--- config.mk ---
export PLATFORM = sky130hd
export DESIGN_NAME = adder_seq
export DESIGN_NICKNAME = d
export VERILOG_FILES = /design/src/rtl/adder_seq.sv
export SDC_FILE = /design/constraint.sdc
export NUM_CORES = 1
export LEC_CHECK = 0
export BUFFER_PORTS_ARGS = -buffer_cell sky130_fd_sc_hd__buf_2
export CAP_MARGIN = 15
export CELL_PAD_IN_SITES_DETAIL_PLACEMENT = 2
export CELL_PAD_IN_SITES_GLOBAL_PLACEMENT = 2
export CORE_MARGIN = 2
export CORE_UTILIZATION = 36
export DETAILED_ROUTE_END_ITERATION = 6
export GPL_ROUTABILITY_DRIVEN = 0
export PLACE_DENSITY = 0.78
export SLEW_MARGIN = 20
export SYNTH_ARGS = -nofsm -noshare
export SYNTH_HDL_FRONTEND = slang
export SYNTH_SLANG_ARGS = --single-unit
--- constraint.sdc ---
create_clock -name clk -period 2.41 [get_ports clk]
set_input_delay 0.241 -clock clk [delete_from_list [all_inputs] [get_ports clk]]
set_output_delay 0.241 -clock clk [all_outputs]
set_load 0.03 [all_outputs]
--- src/rtl/adder_seq.sv ---
// Digit-serial add/subtract: WIDTH-bit operands, DIGIT bits per clock, LSB digit first.
// Define ADDER_SEQ_OVF_EN to add the signed-overflow output ovf.
module adder_seq #(
  parameter int WIDTH = 16,
  parameter int DIGIT = 4
) (
  input  logic             clk,
  input  logic             rst_n,
  input  logic             start,
  input  logic             sub,
  input  logic [WIDTH-1:0] a,
  input  logic [WIDTH-1:0] b,
  output logic             busy,
  output logic             done,
`ifdef ADDER_SEQ_OVF_EN
  output logic             ovf,
`endif
  output logic [WIDTH:0]   sum
);

  localparam int N  = (DIGIT > 0) ? WIDTH / DIGIT : 1;
  localparam int CW = (N > 1) ? $clog2(N) : 1;
  localparam logic [CW-1:0] LAST = CW'(N - 1);

  generate
    if (DIGIT < 1 || (WIDTH % DIGIT) != 0) begin : g_bad_param
      $error("adder_seq: WIDTH must be a positive multiple of DIGIT");
    end
  endgenerate

  typedef enum logic {IDLE, RUN} state_e;

  state_e           state_q, state_d;
  logic [WIDTH-1:0] a_q, a_d, b_q, b_d, res_q, res_d;
  logic             sub_q, sub_d, carry_q, carry_d, done_q, done_d;
  logic [CW-1:0]    cnt_q, cnt_d;
  logic [WIDTH:0]   sum_q, sum_d;
  logic             ovf_q, ovf_d;

  logic [DIGIT-1:0]       b_eff;
  logic [DIGIT:0]         dsum;
  logic [WIDTH+DIGIT-1:0] res_cat;
  logic                   msb_cin;

  // Operands shift right one digit per cycle, so the active digit is always the
  // low slice; the result fills from the top and ends LSB-aligned after N shifts.
  always_comb begin
    // NOTE: every variable gets a default first so no path leaves it unassigned (no latches).
    state_d = state_q;
    a_d     = a_q;
    b_d     = b_q;
    sub_d   = sub_q;
    carry_d = carry_q;
    cnt_d   = cnt_q;
    res_d   = res_q;
    sum_d   = sum_q;
    done_d  = 1'b0;
    ovf_d   = ovf_q;

    b_eff   = sub_q ? ~b_q[DIGIT-1:0] : b_q[DIGIT-1:0];
    dsum    = {1'b0, a_q[DIGIT-1:0]} + {1'b0, b_eff} + (DIGIT+1)'(carry_q);
    msb_cin = a_q[DIGIT-1] ^ b_eff[DIGIT-1] ^ dsum[DIGIT-1];
    res_cat = {dsum[DIGIT-1:0], res_q};

    unique case (state_q)
      IDLE: begin
        if (start) begin
          a_d     = a;
          b_d     = b;
          sub_d   = sub;
          carry_d = sub;
          cnt_d   = '0;
          state_d = RUN;
        end
      end
      RUN: begin
        a_d     = a_q >> DIGIT;
        b_d     = b_q >> DIGIT;
        res_d   = res_cat[WIDTH+DIGIT-1:DIGIT];
        carry_d = dsum[DIGIT];
        if (cnt_q == LAST) begin
          sum_d   = {dsum[DIGIT], res_cat[WIDTH+DIGIT-1:DIGIT]};
          ovf_d   = msb_cin ^ dsum[DIGIT];
          done_d  = 1'b1;
          state_d = IDLE;
        end else begin
          cnt_d = cnt_q + CW'(1);
        end
      end
      default: state_d = IDLE;
    endcase
  end

  always_ff @(posedge clk or negedge rst_n) begin
    if (!rst_n) begin
      state_q <= IDLE;
      a_q     <= '0;
      b_q     <= '0;
      sub_q   <= 1'b0;
      carry_q <= 1'b0;
      cnt_q   <= '0;
      res_q   <= '0;
      sum_q   <= '0;
      done_q  <= 1'b0;
      ovf_q   <= 1'b0;
    end else begin
      // NOTE: non-blocking assignments so every register samples pre-edge values.
      state_q <= state_d;
      a_q     <= a_d;
      b_q     <= b_d;
      sub_q   <= sub_d;
      carry_q <= carry_d;
      cnt_q   <= cnt_d;
      res_q   <= res_d;
      sum_q   <= sum_d;
      done_q  <= done_d;
      ovf_q   <= ovf_d;
    end
  end

  assign busy = (state_q == RUN);
  assign done = done_q;
  assign sum  = sum_q;
`ifdef ADDER_SEQ_OVF_EN
  assign ovf  = ovf_q;
`endif

endmodule

==> metrics.md, run 1 <==
| Metric | Value |
|---|---|
| 1st-pass router iterations | `4` |
| Most frequent cells in the layout | `dfrtp_1, buf_2, mux2i_1` |
| Net switching power of the design | `about 0.0020 W` |
| Startpoint type of the worst setup path | `flop` |
| Total number of vias | `about 2100` |
| Sequential cell area fraction in the yosys report | `0.557` |
| Number of gates resized after cts | `0` |
| Horizontal extent of the die | `around 95 um` |
| Dominant register cell in the synthesized netlist | `dfrtp_1` |
| Largest net degree at the start of global routing | `45` |
| Syn nets | `300` |
| Post-route cell area | `0.00360 mm2` |
| Number of buffers inserted for hold repair after clock tree synthesis | `1` |
| Post-DR vias/cell | `4.93` |
| FF+latch count, synth | `67` |
| Routed len/inst | `16.8 um` |
| Clock buffers created by TritonCTS | `9` |
| Achievable frequency | `about 0.49 GHz` |
| Vertical extent of the die | `95.5 um` |
| Port-buffer cells | `54` |
| Peak supply drop | `between 0.3 and 0.4 mV` |
| Sum of routed wire length over all layers | `just over 7 mm` |
| Clock Skews | `about 0.0094 ns` |
| Critical Path RT | `between 2 and 3 ns` |
| Die area | `0.00911 mm2` |
| Core Rows | `33` |
| Ant. Diodes | `0` |
| Worst endpoint data arrival time | `~2.3 ns` |
| Number of antenna violations at the first check in global routing | `0` |
| Count of pins over their slew limit | `0` |
| Final net count | `roughly 360` |
| Mean area per synthesized cell | `11.7 um2` |
| Share of the clock period used by the worst path | `0.843` |
| Post-layout total power | `around 0.0050 W` |
| Clock latency at the later pin of the worst-skew pair | `around 0.35 ns` |
| RSZ-0062 raised after global routing | `false` |
| Worst Setup Path Type | `flop to flop` |
| Clock buffer depth | `2` |
| # DRC | `0` |
| Yosys synthesis warning count | `0` |
| Cell area after synthesis | `between 0.003 and 0.004 mm2` |
| Max-cap violations | `0` |
| Fill cells | `between 800 and 900` |
| Peak fanout along the critical path | `5` |
| Static Leak | `between 1.5 and 2 nW` |
| Synthesized-area fraction occupied by xor and xnor cells | `0.0174` |
| Gate count of the mapped netlist | `approximately 260` |
| Clock-pin slew reported for the worst setup and hold paths after clock tree synthesis | `0.07 ns` |
| Library cell used as clock root buffer | `clkbuf_8` |
| Initial Util | `0.368` |
| Final Critical Period | `2.03 ns` |
| Arithmetic-cell share of the synthesized area counting full adders, half adders and majority gates | `0.0299` |
| Area after detailed placement | `0.00340 mm2` |
| Compound-gate portion of the synthesized area | `0.0794` |
| Global-route wire length before repair | `roughly 12 mm` |
| Share of total power in sequential cells | `0.382` |
| Setup TNS | `0 ns` |
| Logic gate share of total power | `0.430` |
| Fraction of layout cells with a size suffix above 1 | `0.301` |
| H-tree Lvls | `3` |
| Status | `completed` |
| Count of nets left with antenna violations after detail routing | `0` |
| Placeable core region | `between 0.008 and 0.009 mm2` |
| Number of synthesized flops with an enable pin | `0` |
| Clock tree from TritonCTS | `yes` |
| Number of top-level pins | `55` |
| Cell variety after synth | `31` |
| Combinational family with the most area after synthesis | `multiplexers` |
| Most frequent standard cell in the layout excluding fill and tap cells | `dfrtp_1` |
| Worst Max-Slew Pin Slew | `approximately 0.5 ns` |
| Final Hold Slack | `around 0.14 ns` |
| Async set-reset flop share out of synthesis | `1.00` |
| Number of clock sinks | `67` |
| Violation count after the first detailed-routing iteration | `57` |
| Post-layout utilization of the core | `0.440` |
| Count of final setup violators | `0` |
| Vias in the first global route | `around 2400` |
| Proportion of power drawn by the clock network | `0.188` |
| Max_slew headroom | `0.664` |
| Type of destination of the critical path | `flop` |
| Setup repair bufs after CTS | `0` |
| Switching Fraction | `0.397` |
| Mux share of post-synthesis cell area | `0.187` |
| Half-perimeter wire length after placement | `5.05 mm` |
| Final Hold Violating Endpoints | `0` |
| GRT Overall Usage | `0.178` |
| Gr ovfl total | `0` |
| Area fraction in and, or, nand and nor cells after synthesis | `0.0893` |
| Class of the most critical hold timing path | `primary input to flop` |
| Synth-to-layout area growth | `19.6%` |
| Pwr dens | `1390 mW/mm2` |
| Internal power component | `just over 0.003 W` |
area by class of cell:
class | count | area, um2 | share of cell area
Sequential cell | 67 | 1680 | 0.466
Multi-Input combinational cell | 165 | 1210 | 0.337
Timing Repair Buffer | 62 | 345 | 0.0959
Clock buffer | 13 | 159 | 0.0441
Tap cell | 105 | 131 | 0.0365
Inverter | 10 | 37.5 | 0.0104
Clock inverter | 2 | 35.0 | 0.00973
power by group through the flow:
stage	clock network, W	logic, W	registers (W)
CTS	0.000981	0.00220	0.00193
finish	0.000944	0.00215	0.00191
detailed placement	0	0.00218	0.00195
global route	0.00103	0.00242	0.00198
global placement	0	0.00205	0.00190
floorplan	0	0.00135	0.00213
cells in the mapped netlist, drive strengths merged, types with 2 or more instances:
cell      n  area share
buf      12       0.022
clkbuf    4      0.0050
dfrtp    67        0.56
fa        2       0.013
ha        4       0.017
inv      10       0.012
mux2     19       0.071
mux2i    35        0.12
nand2    33       0.042
nand2b    3      0.0062
nand3     2      0.0033
nor2     10       0.012
nor2b     4      0.0083
nor4bb    2      0.0066
o2111ai   2      0.0058
o21ai    32       0.053
xnor2     2      0.0058
xor2      4       0.012
cells by family after synthesis:
kind of cell,after synthesis
AOI/OAI and AO/OA,41
DFF,67
adders and majority gates,6
xor gates and xnor gates,6
muxes,54
buffers and inverters,26
and+or+nand+nor,58
final timing paths:
| kind | start | to | slack (ns) | cells past startpoint |
|---|---|---|---|---|
| worst min register to register | sum[8]$_DFFE_PN0P_ | sum[8]$_DFFE_PN0P_ | 0.48 | 2 |
| worst max register to register | sub_q$_DFFE_PN0P_ | sum[16]$_DFFE_PN0P_ | 0.38 | 6 |
| worst max-delay path | sub_q$_DFFE_PN0P_ | sum[16]$_DFFE_PN0P_ | 0.38 | 6 |
| min in group asynchronous | rst_n | res_q[14]$_DFFE_PN0P_ | 0.40 | 2 |
| worst min-delay path | b[15] | b_q[15]$_DFFE_PN0P_ | 0.14 | 3 |
| max in group asynchronous | rst_n | busy$_DFF_PN0_ | 1.42 | 3 |
state kept, by name, summed over array words and instances, names as in the netlist, 2 cells and up:
name,cells
sum,17
a_q,16
b_q,16
res_q,12
cnt_q,2
metal layers:
layer	wire length [um]	share of wire	global-route usage	vias to the layer above
li1	-	-	-	999
met1	3050	0.43	0.209	1030
met2	3500	0.49	0.303	49
met3	374	0.053	0.0466	14
met4	173	0.024	0.0845	0
met5	0	0	0	-
stage by stage:
step	std cells	setup WS, ns
2_1_floorplan	258	0.498
3_3_place_gp	408	0.505
3_5_place_dp	408	0.378
4_1_cts	424	0.348
5_1_grt	424	0.302
6_report	424	0.379
worst max-delay path, stage by stage (launching register included):
cell and delay (ns):
dfrtp_1 0.45, xnor2_1 0.18, fa_1 0.41, fa_1 0.41, nand2b_1 0.16, o2bb2ai_1 0.15, o21ai_0 0.17
Power figures use the tool's default switching activity.
==> run 2, diff against run 1 <==
- ABC_AREA: not set -> 1
- CORE_UTILIZATION: 36 -> 33
- clock period: 2.41 -> 2.1 ns (I/O delays scaled with it)
==> run 2 against run 1 <==
Effect of this change: sequential cell count did not move; clock skew fell by 0.0016 ns; clock-buffer cell count fell by 2; sequential power rose by 12%; setup slack got worse by 0.21 ns; design area fell by 6.3%; hold slack got worse by 0.058 ns; core utilization fell by 3.0 points; critical path depth did not move; non-clock buffer count fell by 1; total power rose by 5.9%; area after synthesis fell by 7.4%; critical endpoint is now carry_q$_DFFE_PN0P_.
==> metrics.md, run 2 <==
| Metric | Value |
|---|---|
| Status | `completed (unchanged)` |
| Final Hold Violating Endpoints | `0 (unchanged)` |
| Worst Max-Slew Pin Slew | `0.528 ns (was 0.504 ns)` |
| Peak fanout along the critical path | `5 (unchanged)` |
| Portion of synthesized cell area occupied by the leading cell type | `0.601 (was 0.557)` |
| Number of synthesized flops with an enable pin | `0 (unchanged)` |
| Yosys synthesis warning count | `0 (unchanged)` |
| Half-perimeter wire length after placement | `5.08 mm (was 5.05 mm)` |
| Global-route track usage on met1 | `0.217 (was 0.209)` |
| FF+latch count, synth | `67 (unchanged)` |
| Area after detailed placement | `0.00317 mm2 (was 0.00340 mm2)` |
| Port-buffer cells | `54 (unchanged)` |
| Met3 GRT Util | `0.0321 (was 0.0466)` |
| Ant. Diodes | `0 (unchanged)` |
| GRT Overall Usage | `0.174 (was 0.178)` |
| CP max stage cell | `dfrtp_1 (unchanged)` |
| Startpoint type of the worst setup path | `flop (unchanged)` |
| Clock tree from TritonCTS | `yes (unchanged)` |
| Static Leak | `1.73 nW (was 1.78 nW)` |
| Clock Skews | `0.00786 ns (was 0.00945 ns)` |
| Violation count after the first detailed-routing iteration | `22 (was 57)` |
| Class of the most critical hold timing path | `primary input to flop (unchanged)` |
| Post-route cell area | `0.00337 mm2 (was 0.00360 mm2)` |
| Setup TNS | `0 ns (unchanged)` |
| Most common cell in the netlist | `nand2_1 (was dfrtp_1)` |
| Cell area after synthesis | `0.00279 mm2 (was 0.00301 mm2)` |
| Number of antenna violations at the first check in global routing | `0 (unchanged)` |
| Cell variety after synth | `18 (was 31)` |
| Routed len/inst | `15.1 um (was 16.8 um)` |
| Library cell used as clock root buffer | `clkbuf_8 (unchanged)` |
| Achievable frequency | `0.518 GHz (was 0.492 GHz)` |
| Vias in the first global route | `2409 (was 2446)` |
| Largest stage delay, worst path | `0.45 ns (about the same)` |
| Clock-pin slew reported for the worst setup and hold paths after clock tree synthesis | `0.07 ns (about the same)` |
| # DRC | `0 (unchanged)` |
| Post-DR vias/cell | `4.77 (was 4.93)` |
| Max-cap violations | `0 (unchanged)` |
| Top cells by instance count after synthesis | `nand2_1, dfrtp_1, nand3_1, inv_1, o21ai_1 (was dfrtp_1, mux2i_1, nand2_1, o21ai_0, mux2_2)` |
| Critical Path RT | `2.37 ns (was 2.66 ns)` |
| Horizontal extent of the die | `96.0 um (was 95.5 um)` |
| Share of the clock period used by the worst path | `0.919 (was 0.843)` |
| Gate count of the mapped netlist | `306 (was 258)` |
| Synth-to-layout area growth | `20.9% (was 19.6%)` |
| Count of nets left with antenna violations after detail routing | `0 (unchanged)` |
| Buf/Inv on CP | `0 (unchanged)` |
| Worst Setup Path Type | `flop to flop (unchanged)` |
| Vertical extent of the die | `96.0 um (was 95.5 um)` |
| Mean area per synthesized cell | `9.12 um2 (was 11.7 um2)` |
| H-tree Lvls | `3 (unchanged)` |
| Cell repeated most along the worst path | `fa_1 (unchanged)` |
| Largest net degree at the start of global routing | `34 (was 45)` |
| Clock buffer depth | `2 (unchanged)` |
| Pwr dens | `1570 mW/mm2 (was 1390 mW/mm2)` |
| Worst endpoint data arrival time | `2.20 ns (was 2.28 ns)` |
| Setup repair bufs after CTS | `0 (unchanged)` |
| Delay-heaviest family, CP | `adder cells (unchanged)` |
| Count of pins over their slew limit | `0 (unchanged)` |
| Dominant register cell in the synthesized netlist | `dfrtp_1 (unchanged)` |
| Die area | `0.00921 mm2 (was 0.00911 mm2)` |
| Peak supply drop | `0.394 mV (was 0.397 mV)` |
| Most used routing layer in global routing | `met2 (unchanged)` |
| Sequence of cells on the critical path | `xnor2_1 > fa_1 > fa_1 > o21ai_0 > nand2_1 > nand3_1 (was xnor2_1 > fa_1 > fa_1 > nand2b_1 > o2bb2ai_1 > o21ai_0)` |
| Number of flip-flops under the largest register name | `17 (unchanged)` |
| Number of top-level pins | `55 (unchanged)` |
| Clock buffers created by TritonCTS | `9 (unchanged)` |
| Async set-reset flop share out of synthesis | `1.00 (unchanged)` |
| Initial Util | `0.340 (was 0.368)` |
| Type of destination of the critical path | `flop (unchanged)` |
| Global-route wire length before repair | `11.9 mm (was 12.2 mm)` |
| Max_slew headroom | `0.648 (was 0.664)` |
| Number of clock sinks | `67 (unchanged)` |
| Gr ovfl total | `0 (unchanged)` |
| Most frequent cells in the layout | `nand2_1, dfrtp_1, buf_2 (was dfrtp_1, buf_2, mux2i_1)` |
| RSZ-0062 raised after global routing | `false (unchanged)` |
| Count of final setup violators | `0 (unchanged)` |
| Total number of vias | `2256 (was 2092)` |
| Sum of routed wire length over all layers | `7.15 mm (was 7.10 mm)` |
| Syn nets | `348 (was 300)` |
| Most frequent standard cell in the layout excluding fill and tap cells | `nand2_1 (was dfrtp_1)` |
| Post-synth top area cell | `dfrtp_1 (unchanged)` |
| Global-route met2 utilization | `0.298 (was 0.303)` |
| Fraction of layout cells with a size suffix above 1 | `0.215 (was 0.301)` |
| Sequential cell area fraction in the yosys report | `0.601 (was 0.557)` |
| Core Rows | `33 (unchanged)` |
| Placeable core region | `0.00822 mm2 (was 0.00818 mm2)` |
| Area contributors post-synth | `dfrtp_1, nand2_1, nand3_1, o21ai_1, inv_1 (was dfrtp_1, mux2i_1, mux2_2, o21ai_0, nand2_1)` |
| 1st-pass router iterations | `4 (unchanged)` |
| Final Critical Period | `1.93 ns (was 2.03 ns)` |
| Clock latency at the later pin of the worst-skew pair | `0.34 ns (was 0.35 ns)` |
| Final net count | `405 (was 357)` |
==> run 2: changes by cell type in the layout (fill, tap and decap cells not counted), sizes merged, moves of 3 or more <==
cell / delta
nand2: +90
mux2i: -35
nand3: +21
mux2: -19
inv: +11
nor2: -6
o211ai: +6
nor2b: -4
o21ai: -4
a22o: +3
clkinv: +3
nand2b: -3
==> run 2: power breakdown <==
part           switching, W  internal [W]
logic               0.00142      0.000707
clock network      0.000481      0.000575
registers          0.000310       0.00182
total               0.00221       0.00310
==> run 2: cells by family after synthesis <==
kind of cell | Yosys count | synth area share
flops | 67 | 0.601
fa+ha+maj | 6 | 0.0323
buf+inv | 37 | 0.0547
xor+xnor | 5 | 0.0157
simple gates | 150 | 0.212
compound gates | 41 | 0.0843
==> run 2: cell type report <==
| type | count | area (um2) |
|---|---|---|
| fillers | 936 | 4840 |
| flip-flops and latches | 67 | 1680 |
| multi-input cells | 202 | 963 |
| repair buffers | 61 | 325 |
| clock buffers | 11 | 141 |
| well taps | 105 | 131 |
| inverters | 22 | 82.6 |
| clock inverters | 5 | 52.6 |
==> run 2: through the flow <==
stage               setup slack (ns)  power [W]  instances  hold slack, ns  utilization
global placement               0.237    0.00416        456           0.209        0.386
CTS                            0.118    0.00542        473          0.0647        0.411
global route                  0.0192    0.00580        473          0.0783        0.411
detailed placement             0.134    0.00432        456           0.212        0.386
finish                         0.170    0.00531        473          0.0772        0.411
floorplan                      0.260    0.00360        306         -0.0856            -
==> run 2: timing repair <==
action                    in CTS  in global routing
hold endpoints to repair      21                  0
hold buffers                   1                  0
gates resized for setup        0                  0
==> run 2: path summary, 6_finish.rpt <==
kind / startpoint / endpoint / slack (ns) / depth (start not counted)
worst min-delay path: b[6] / b_q[6]$_DFFE_PN0P_ / 0.08 / 3
min in group asynchronous: rst_n / sum[7]$_DFFE_PN0P_ / 0.38 / 2
max in group asynchronous: rst_n / a_q[6]$_DFFE_PN0P_ / 0.96 / 3
worst min register to register: sum[10]$_DFFE_PN0P_ / sum[10]$_DFFE_PN0P_ / 0.47 / 2
worst max register to register: sub_q$_DFFE_PN0P_ / carry_q$_DFFE_PN0P_ / 0.17 / 6
worst max-delay path: sub_q$_DFFE_PN0P_ / carry_q$_DFFE_PN0P_ / 0.17 / 6
==> run 2: tightest hold or removal path: cells and delay by family <==
family	cells	cell delay [ns]
simple gates	2	0.09
buf+inv	1	0.07
==> run 2: routing by layer <==
layer,vias up,routed length [um]
met4,0,104
met2,47,3660
met3,9,229
met5,-,0
li1,1083,-
met1,1117,3150
